### config.mk
export PLATFORM = sky130hd
export DESIGN_NAME = morse_symbol_decoder
export DESIGN_NICKNAME = d
export VERILOG_FILES = /design/src/rtl/morse_symbol_decoder.sv
export SDC_FILE = /design/constraint.sdc
export NUM_CORES = 1
export LEC_CHECK = 0
export BUFFER_PORTS_ARGS = -buffer_cell sky130_fd_sc_hd__buf_2
export CORE_AREA = 2 2 62 64
export CTS_CLUSTER_DIAMETER = 60
export DETAILED_ROUTE_END_ITERATION = 8
export DIE_AREA = 0 0 64 66
export PLACE_DENSITY = 0.7
export SYNTH_ARGS = -nofsm -noshare
export SYNTH_HDL_FRONTEND = slang
export SYNTH_SLANG_ARGS = --single-unit
### constraint.sdc
create_clock -name clk -period 2.57 [get_ports clk]
set_input_delay 0 -clock clk [delete_from_list [all_inputs] [get_ports clk]]
set_output_delay 0 -clock clk [all_outputs]
set_load 0.02 [all_outputs]
### src/rtl/morse_symbol_decoder.sv
// rtl/morse_symbol_decoder.sv - collects dot/dash symbols into a letter and emits its ASCII code
module morse_symbol_decoder #(
    parameter int MAX_ELEMS  = 5,
    parameter int GAP_CYCLES = 0,
    parameter int GAP_W      = 16
) (
    input  logic       clk,
    input  logic       rst_n,
    input  logic [1:0] dotOrDash,
    input  logic       char_ready,
    output logic       char_valid,
    output logic [7:0] char_data,
    output logic [2:0] elem_count,
    output logic       err_overflow,
    output logic       err_drop
);

    typedef enum logic {
        IDLE,
        COLLECT
    } state_t;

    localparam logic [2:0]       MAX_CNT  = 3'(MAX_ELEMS);
    // Commit fires on the idle edge that would bring the counter up to GAP_CYCLES.
    localparam logic [GAP_W-1:0] GAP_LAST = (GAP_CYCLES == 0) ? '0 : GAP_W'(GAP_CYCLES - 1);

    state_t           state_q, state_d;
    logic [1:0]       prev_q;
    logic [4:0]       pat_q;
    logic [2:0]       cnt_q;
    logic             inv_q;
    logic [GAP_W-1:0] gap_q;

    logic             ev, elem_ev, send_ev, gap_hit, commit;
    logic [7:0]       dec_char;

    assign ev         = (dotOrDash != 2'b00) && (dotOrDash != prev_q);
    assign elem_ev    = ev && ((dotOrDash == 2'b01) || (dotOrDash == 2'b10));
    assign send_ev    = ev && (dotOrDash == 2'b11);
    assign gap_hit    = (GAP_CYCLES != 0) && (cnt_q != 3'd0) && !elem_ev && (gap_q == GAP_LAST);
    assign commit     = (send_ev || gap_hit) && (state_q == COLLECT);
    assign elem_count = cnt_q;

    // Re-order the stored elements so the first element is the MSB of the key.
    function automatic logic [7:0] decode(input logic [4:0] pat, input logic [2:0] n,
                                          input logic inv);
        logic [4:0] nat;
        logic [7:0] ch;
        nat = '0;
        for (int k = 0; k < 5; k++) begin
            if (k < int'(n)) nat = {nat[3:0], pat[k]};
        end
        case ({n, nat})
            {3'd1, 5'b00000}: ch = 8'h45;  // E
            {3'd1, 5'b00001}: ch = 8'h54;  // T
            {3'd2, 5'b00000}: ch = 8'h49;  // I
            {3'd2, 5'b00001}: ch = 8'h41;  // A
            {3'd2, 5'b00010}: ch = 8'h4E;  // N
            {3'd2, 5'b00011}: ch = 8'h4D;  // M
            {3'd3, 5'b00000}: ch = 8'h53;  // S
            {3'd3, 5'b00001}: ch = 8'h55;  // U
            {3'd3, 5'b00010}: ch = 8'h52;  // R
            {3'd3, 5'b00011}: ch = 8'h57;  // W
            {3'd3, 5'b00100}: ch = 8'h44;  // D
            {3'd3, 5'b00101}: ch = 8'h4B;  // K
            {3'd3, 5'b00110}: ch = 8'h47;  // G
            {3'd3, 5'b00111}: ch = 8'h4F;  // O
            {3'd4, 5'b00000}: ch = 8'h48;  // H
            {3'd4, 5'b00001}: ch = 8'h56;  // V
            {3'd4, 5'b00010}: ch = 8'h46;  // F
            {3'd4, 5'b00100}: ch = 8'h4C;  // L
            {3'd4, 5'b00110}: ch = 8'h50;  // P
            {3'd4, 5'b00111}: ch = 8'h4A;  // J
            {3'd4, 5'b01000}: ch = 8'h42;  // B
            {3'd4, 5'b01001}: ch = 8'h58;  // X
            {3'd4, 5'b01010}: ch = 8'h43;  // C
            {3'd4, 5'b01011}: ch = 8'h59;  // Y
            {3'd4, 5'b01100}: ch = 8'h5A;  // Z
            {3'd4, 5'b01101}: ch = 8'h51;  // Q
            {3'd5, 5'b11111}: ch = 8'h30;
            {3'd5, 5'b01111}: ch = 8'h31;
            {3'd5, 5'b00111}: ch = 8'h32;
            {3'd5, 5'b00011}: ch = 8'h33;
            {3'd5, 5'b00001}: ch = 8'h34;
            {3'd5, 5'b00000}: ch = 8'h35;
            {3'd5, 5'b10000}: ch = 8'h36;
            {3'd5, 5'b11000}: ch = 8'h37;
            {3'd5, 5'b11100}: ch = 8'h38;
            {3'd5, 5'b11110}: ch = 8'h39;
            default:          ch = 8'h3F;
        endcase
        return inv ? 8'h3F : ch;
    endfunction

    assign dec_char = decode(pat_q, cnt_q, inv_q);

    always_ff @(posedge clk or negedge rst_n) begin
        if (!rst_n) state_q <= IDLE;
        else        state_q <= state_d;
    end

    always_comb begin
        state_d = state_q;
        case (state_q)
            IDLE:    if (elem_ev) state_d = COLLECT;
            COLLECT: if (commit)  state_d = IDLE;
            default: state_d = IDLE;
        endcase
    end

    always_ff @(posedge clk or negedge rst_n) begin
        if (!rst_n) begin
            prev_q       <= 2'b00;
            pat_q        <= '0;
            cnt_q        <= '0;
            inv_q        <= 1'b0;
            gap_q        <= '0;
            err_overflow <= 1'b0;
        end else begin
            prev_q       <= dotOrDash;
            err_overflow <= 1'b0;
            if (commit) begin
                pat_q <= '0;
                cnt_q <= '0;
                inv_q <= 1'b0;
                gap_q <= '0;
            end else if (elem_ev) begin
                gap_q <= '0;
                if (cnt_q < MAX_CNT) begin
                    pat_q[cnt_q] <= dotOrDash[1];
                    cnt_q        <= cnt_q + 3'd1;
                end else begin
                    inv_q        <= 1'b1;
                    err_overflow <= !inv_q;
                end
            end else if ((cnt_q != 3'd0) && (gap_q != {GAP_W{1'b1}})) begin
                gap_q <= gap_q + 1'b1;
            end
        end
    end

    // One-entry holding stage toward the display/UART side.
    always_ff @(posedge clk or negedge rst_n) begin
        if (!rst_n) begin
            char_valid <= 1'b0;
            char_data  <= 8'h00;
            err_drop   <= 1'b0;
        end else begin
            err_drop <= 1'b0;
            if (commit) begin
                if (!char_valid || char_ready) begin
                    char_valid <= 1'b1;
                    char_data  <= dec_char;
                end else begin
                    err_drop <= 1'b1;
                end
            end else if (char_valid && char_ready) begin
                char_valid <= 1'b0;
            end
        end
    end

endmodule

**After elaboration in Yosys (flattened, before gate mapping)**

Index checks and enable logic that the tools add are counted.

- Register bits after elaboration: 23
- Input bits: 5
- Output and inout port bits: 14
- Word-level logic and storage cells: 109

- Add/sub/neg operators: 1
- Order comparisons: 8
- Equality and inequality tests: 42
- Muxes and demuxes: 30
- Bitwise gates (word level): 1
- Reductions and logical operators: 18

Operators by type and width:

| operator | number |
|---|---|
| $pmux 7 s36 | 1 |
| $eq 8x8->1 const B | 22 |
| $eq 8x7->1 const B | 12 |
| $mux 5 | 4 |
| $eq 8x6->1 const B | 2 |
| $mux 1 | 15 |
| $mux 3 | 4 |
| $mux 8 | 1 |
| $reduce_and 2->1 | 4 |
| $reduce_bool 2->1 | 4 |
| $logic_and 1x1->1 | 6 |
| $lt 1x3->1 const A | 2 |
| $lt 2x3->1 const A | 2 |
| $bwmux 5 | 1 |
| $eq 2x2->1 const B | 2 |
| $lt 3x4->1 const B | 1 |
| $mux 4 | 1 |
| $add 3x1->3 const B | 1 |
| $demux 1 s3 | 1 |
| $ge 3x1->1 const B | 1 |
| $lt 3x3->1 const A | 1 |
| $lt 3x3->1 const B | 1 |
| $eq 2x1->1 const B | 1 |
| $logic_not 1->1 | 2 |
| other kinds (7) | 8 |

**Depth between registers and ports, before layout**

- Depth after elaboration: 9
- Gate-level depth with buffers: 12
- Mapped depth without buffers: 10

**Worst setup path after synthesis**

No wires, ideal clock.

- Kind: reg-to-reg
- Start: register cnt_q[0], in the netlist elem_count[0]
- End: register char_data[2]
- Setup time: 0.082 ns
- Arrival time: 2.622 ns
- Data required time: 2.488 ns
- Slack: -0.134 ns
- Stages on the path, launching flop included: 12
- Period minus slack after synthesis: 2.704 ns
- Cell sequence: dfrtp_1 buf_6 inv_1 ha_1 nand2b_1 o21ai_0 a31oi_1 a31oi_1 o21ai_0 a311o_1 or3_4 a31oi_1

- Cells in the longest elaborated chain, start to end: 9
- Elaborated cells on any way between the ends: 48
- Those cells by class: 5 x order compare; 36 x eq/ne; 7 x mux

RTL lines:

| what | RTL line | text |
|---|---|---|
| from (decl) | 30 | `logic [2:0] cnt_q;` |
| from (signal assigned) | 131 | `cnt_q <= cnt_q + 3'd1;` |
| $lt 1x3->1 | 51 | `if (k < int'(n)) nat = {nat[3:0], pat[k]};` |
| $mux 1 | 51 |  |
| $mux 2 | 51 |  |
| $mux 3 | 51 |  |
| $mux 4 | 51 |  |
| $mux 5 | 51 |  |
| $eq 8x8->1, or another cell as far along | 53 | `case ({n, nat})` |
| $pmux 7 s36 * | 53 |  |
| $mux 8 * | 92 | `return inv ? 8'h3F : ch;` |
| to (signal assigned) | 153 | `char_data <= dec_char;` |
| to (decl) | 12 | `output logic [7:0] char_data,` |

Every way passes the cells marked *; elsewhere a longest branch is shown, timed or not.
A chain may end at the register's enable or synchronous reset.

**Final worst setup path**

- Start: register cnt_q[0], in the netlist elem_count[0]
- End: register char_data[0]

Same word-level chain as after synthesis.

==> flow_metrics.env <==
export IMPL_ys_seq_area_frac=0.327
export IMPL_h_tree_depth=1
export IMPL_crit_family="simple AND/OR/NAND/NOR gates"
export IMPL_combPwrFrac=0.662
export IMPL_critPathMaxFanout=11
export IMPL_fin_cells=289
export IMPL_rows=22
export IMPL_clkLatencyLatePin_ns=0.32
export IMPL_slowest_delay_ns=0.55
export IMPL_antenna_found_initial=0
export IMPL_finalSetupViolCount=0
export IMPL_r2r_end="char_data[0]$_DFFE_PN0P_"
export IMPL_crit_required_ns=2.83
export IMPL_start_util=0.474
export IMPL_rsz0062_at_grt="true"
export IMPL_min_path_type="input pin to asynchronous set/reset pin"
export IMPL_final_util=0.571
export IMPL_ff2ff_path_depth=8
export IMPL_yosysWarnings=0
export IMPL_synth_compound_area_frac=0.237
export IMPL_power_switching_mw=1.16
export IMPL_vias=1727
export IMPL_io_buffers=17
export IMPL_clk_pin_slew_ns=0.14
export IMPL_final_max_slew_viol_count=0
export IMPL_ir_drop_uv=654
export IMPL_dp_cells=279
export IMPL_slowest_stage="or4b_4"
export IMPL_drive_gt1_frac=0.232
export IMPL_outcome="finished, final reports clean"
export IMPL_cp_cell_sequence="or4b_4, o221a_4, o21a_4, nand2_1, nor2_1, or3_1, or3_4, a31oi_1"
export IMPL_syn_area_um2=1680
export IMPL_dr_wl_met2_um=2200
export IMPL_final_nets=251
export IMPL_synth_area_leaders="dfrtp_1, nor2_1, a21oi_1"
export IMPL_worstPathBufferInverterCount=0
export IMPL_fmax_mhz=403
export IMPL_dp_hpwl_um=3400
export IMPL_clock_sinks=22
export IMPL_area_growth_pct=20.4
export IMPL_period_needed_ns=2.48
export IMPL_cts_root_buf="clkbuf_4"
export IMPL_die_w_um=64
export IMPL_avgSynthCellArea_um2=7.94
export IMPL_grt_pass1_vias=1667
export IMPL_grt_max_degree=27
export IMPL_track_usage=0.238
export IMPL_seq_power_share=0.229
export IMPL_fillers=329
export IMPL_slew_headroom=0.664
export IMPL_die_area_um2=4220
export IMPL_finalHoldViolCount=0
export IMPL_synth_xor_area_share=0.0364
export IMPL_crit_path_end_kind="flop"
export IMPL_synthCells=212
export IMPL_r2r_start="elem_count[0]$_DFFE_PN0P_"
export IMPL_synth_async_sr_flop_share=1.00
export IMPL_synthFlopType="dfrtp_1"
export IMPL_rrSetupSlack_ns=0.09
export IMPL_drc=0
export IMPL_fin_skew_ns=0.0213
export IMPL_intPower_mw=1.27
export IMPL_ys_types=53
export IMPL_synth_nets=221
export IMPL_viasPerCell=5.98
export IMPL_diodes=0
export IMPL_cp_depth=8
export IMPL_cellPowerDensity_nw_per_um2=1200
export IMPL_grt_overflow_total=0
export IMPL_synth_seq_cells=22
export IMPL_synth_top_area_cell="dfrtp_1"
export IMPL_io_pins=19
export IMPL_muxShareOfSynthArea=0.0178
export IMPL_coreArea_um2=3550
export IMPL_setup_tns_ns=0
export IMPL_routed_top_layer="met4"
export IMPL_place_congestion=0.945
export IMPL_switching_share=0.477
export IMPL_p_total_mw=2.42
export IMPL_synth_top_area_frac=0.327
export IMPL_crit_arrival_ns=2.74
export IMPL_chipHeight_um=66
export IMPL_wl_met1_um=2010
export IMPL_period_share=0.966
export IMPL_grt_first_pass_wirelength_um=7890
export IMPL_tightestPinTransition_ns=0.504
export IMPL_drtIter0Drc=153
export IMPL_synth_top_family_by_area="simple AND/OR/NAND/NOR gates"
export IMPL_wl_met3_um=344
export IMPL_drt_total_wl_um=4660
export IMPL_drv_cap=0
export IMPL_cts_buffer_depth=2
export IMPL_detail_route_first_pass_iterations=4
export IMPL_synth_edf_count=0
export IMPL_cts_buffers=3
export IMPL_p_leak_nw=0.864
export IMPL_crit_path_start_kind="flop"
export IMPL_cts_tree="done"
export IMPL_synth_fa_ha_area_frac=0.0297
export IMPL_synthSimpleGateAreaFrac=0.287
export IMPL_clock_power_share=0.110
export IMPL_ant_nets=0
export IMPL_crit_type="flop to flop"
export IMPL_post_drt_wl_per_cell_um=16.1
==> synthesized netlist by cell type, types with 2 or more instances <==
library cell / number
mux2i_1: 3
nand4_1: 2
nand2b_1: 6
a21oi_1: 15
and4b_1: 2
nor3_1: 9
buf_6: 2
ha_1: 4
o211ai_1: 2
o32ai_1: 3
nor4_1: 4
nor2b_1: 2
nand2_1: 14
dfrtp_1: 22
o21ai_0: 15
o31ai_1: 2
nand3_1: 10
xor2_1: 2
nor2_1: 27
inv_1: 6
and2_1: 2
or3_1: 5
buf_4: 2
and3_1: 3
xnor2_1: 5
clkbuf_1: 10
a31oi_1: 7
==> sequential cells by signal (all words and copies together) (netlist names) <==
signal,count
err_overflow,1
elem_count,3
char_valid,1
char_data,7
prev_q,2
inv_q,1
state_q,1
err_drop,1
pat_q,5
==> power by group through the flow <==
stage	logic, mW	registers (mW)	clock network, mW
floorplan	1.03	0.632	0
global placement	1.52	0.557	0
detailed placement	1.52	0.563	0
CTS	1.53	0.555	0.274
global route	1.74	0.566	0.283
finish	1.60	0.555	0.266
==> worst max-delay path by stage <==
| stage | from | endpoint | slack (ns) |
|---|---|---|---|
| 2_1_floorplan | elem_count[0]$_DFFE_PN0P_ | char_data[2]$_DFFE_PN0P_ | 0.03 |
| 3_3_place_gp | elem_count[1]$_DFFE_PN0P_ | char_data[2]$_DFFE_PN0P_ | 0.13 |
| 3_5_place_dp | elem_count[0]$_DFFE_PN0P_ | char_data[0]$_DFFE_PN0P_ | 0.09 |
| 4_1_cts | elem_count[0]$_DFFE_PN0P_ | char_data[0]$_DFFE_PN0P_ | 0.08 |
| 5_1_grt | elem_count[0]$_DFFE_PN0P_ | char_data[0]$_DFFE_PN0P_ | -0.02 |
| 6_report | elem_count[0]$_DFFE_PN0P_ | char_data[0]$_DFFE_PN0P_ | 0.09 |
==> what timing repair did <==
item                                    CTS  global route
endpoints found under the hold margin    27             0
resized for setup                         0             5
hold buffers                              4             0
endpoints found under the setup margin    0             4
buffers inserted                          0             2
==> metrics by stage <==
step / area (um2) / setup WS [ns] / hold slack (ns)
after floorplan: 1710 / 0.0304 / -0.296
after global placement: 1910 / 0.129 / -0.0187
after detailed placement: 1910 / 0.0874 / -0.00549
after CTS: 2000 / 0.0829 / 0.166
after global routing: 2030 / -0.0162 / 0.206
final: 2030 / 0.0873 / 0.158
==> logic make-up after synthesis <==
kind of cell,after synthesis
buffers and inverters,22
AND/OR/NAND/NOR,93
XOR/XNOR,7
AO/OA/AOI/OAI,60
flip-flops,22
other,1
adder cells (fa/ha/maj),4
multiplexers,3
==> cells in the final DEF, fill, tap and decap left out, types with 3 or more instances in the layout <==
cell type,count
mux2i_1,3
o32ai_1,3
inv_1,6
dfrtp_1,20
nand3_1,10
nor4_1,4
buf_4,19
and3_1,3
buf_2,17
a21oi_1,15
nand2_1,14
o21ai_1,3
o21ai_0,12
or3_1,5
xnor2_1,5
nor3_1,9
clkbuf_4,3
nand2b_1,5
nor2_1,27
a31oi_1,6
ha_1,4
dlygate4sd3_1,4
==> layer usage <==
| layer | vias to the layer above | track usage |
|---|---|---|
| met1 | 804 | 0.316 |
| met3 | 14 | 0.0409 |
| met5 | - | 0 |
| met2 | 80 | 0.387 |
| li1 | 829 | - |
| met4 | 0 | 0.0870 |
==> worst register-to-register path, stage by stage, from the launching register on <==
cell and delay, ns:
dfrtp_2 0.45, or4b_4 0.55, o221a_4 0.15, o21a_4 0.17, nand2_1 0.10, nor2_1 0.05, or3_1 0.41, or3_4 0.42
a31oi_1 0.14
==> final cells by class <==
| cell class | instances | area (um2) | share of cell area |
|---|---|---|---|
| well taps | 48 | 60.1 | 0.0296 |
| multi-input cells | 168 | 1060 | 0.523 |
| clock buffers | 3 | 22.5 | 0.0111 |
| flip-flops and latches | 22 | 553 | 0.273 |
| inverters | 6 | 22.5 | 0.0111 |
| clock inverters | 1 | 30.0 | 0.0148 |
| repair buffers | 41 | 279 | 0.138 |
Note: power is estimated with default switching activity, not from simulation.
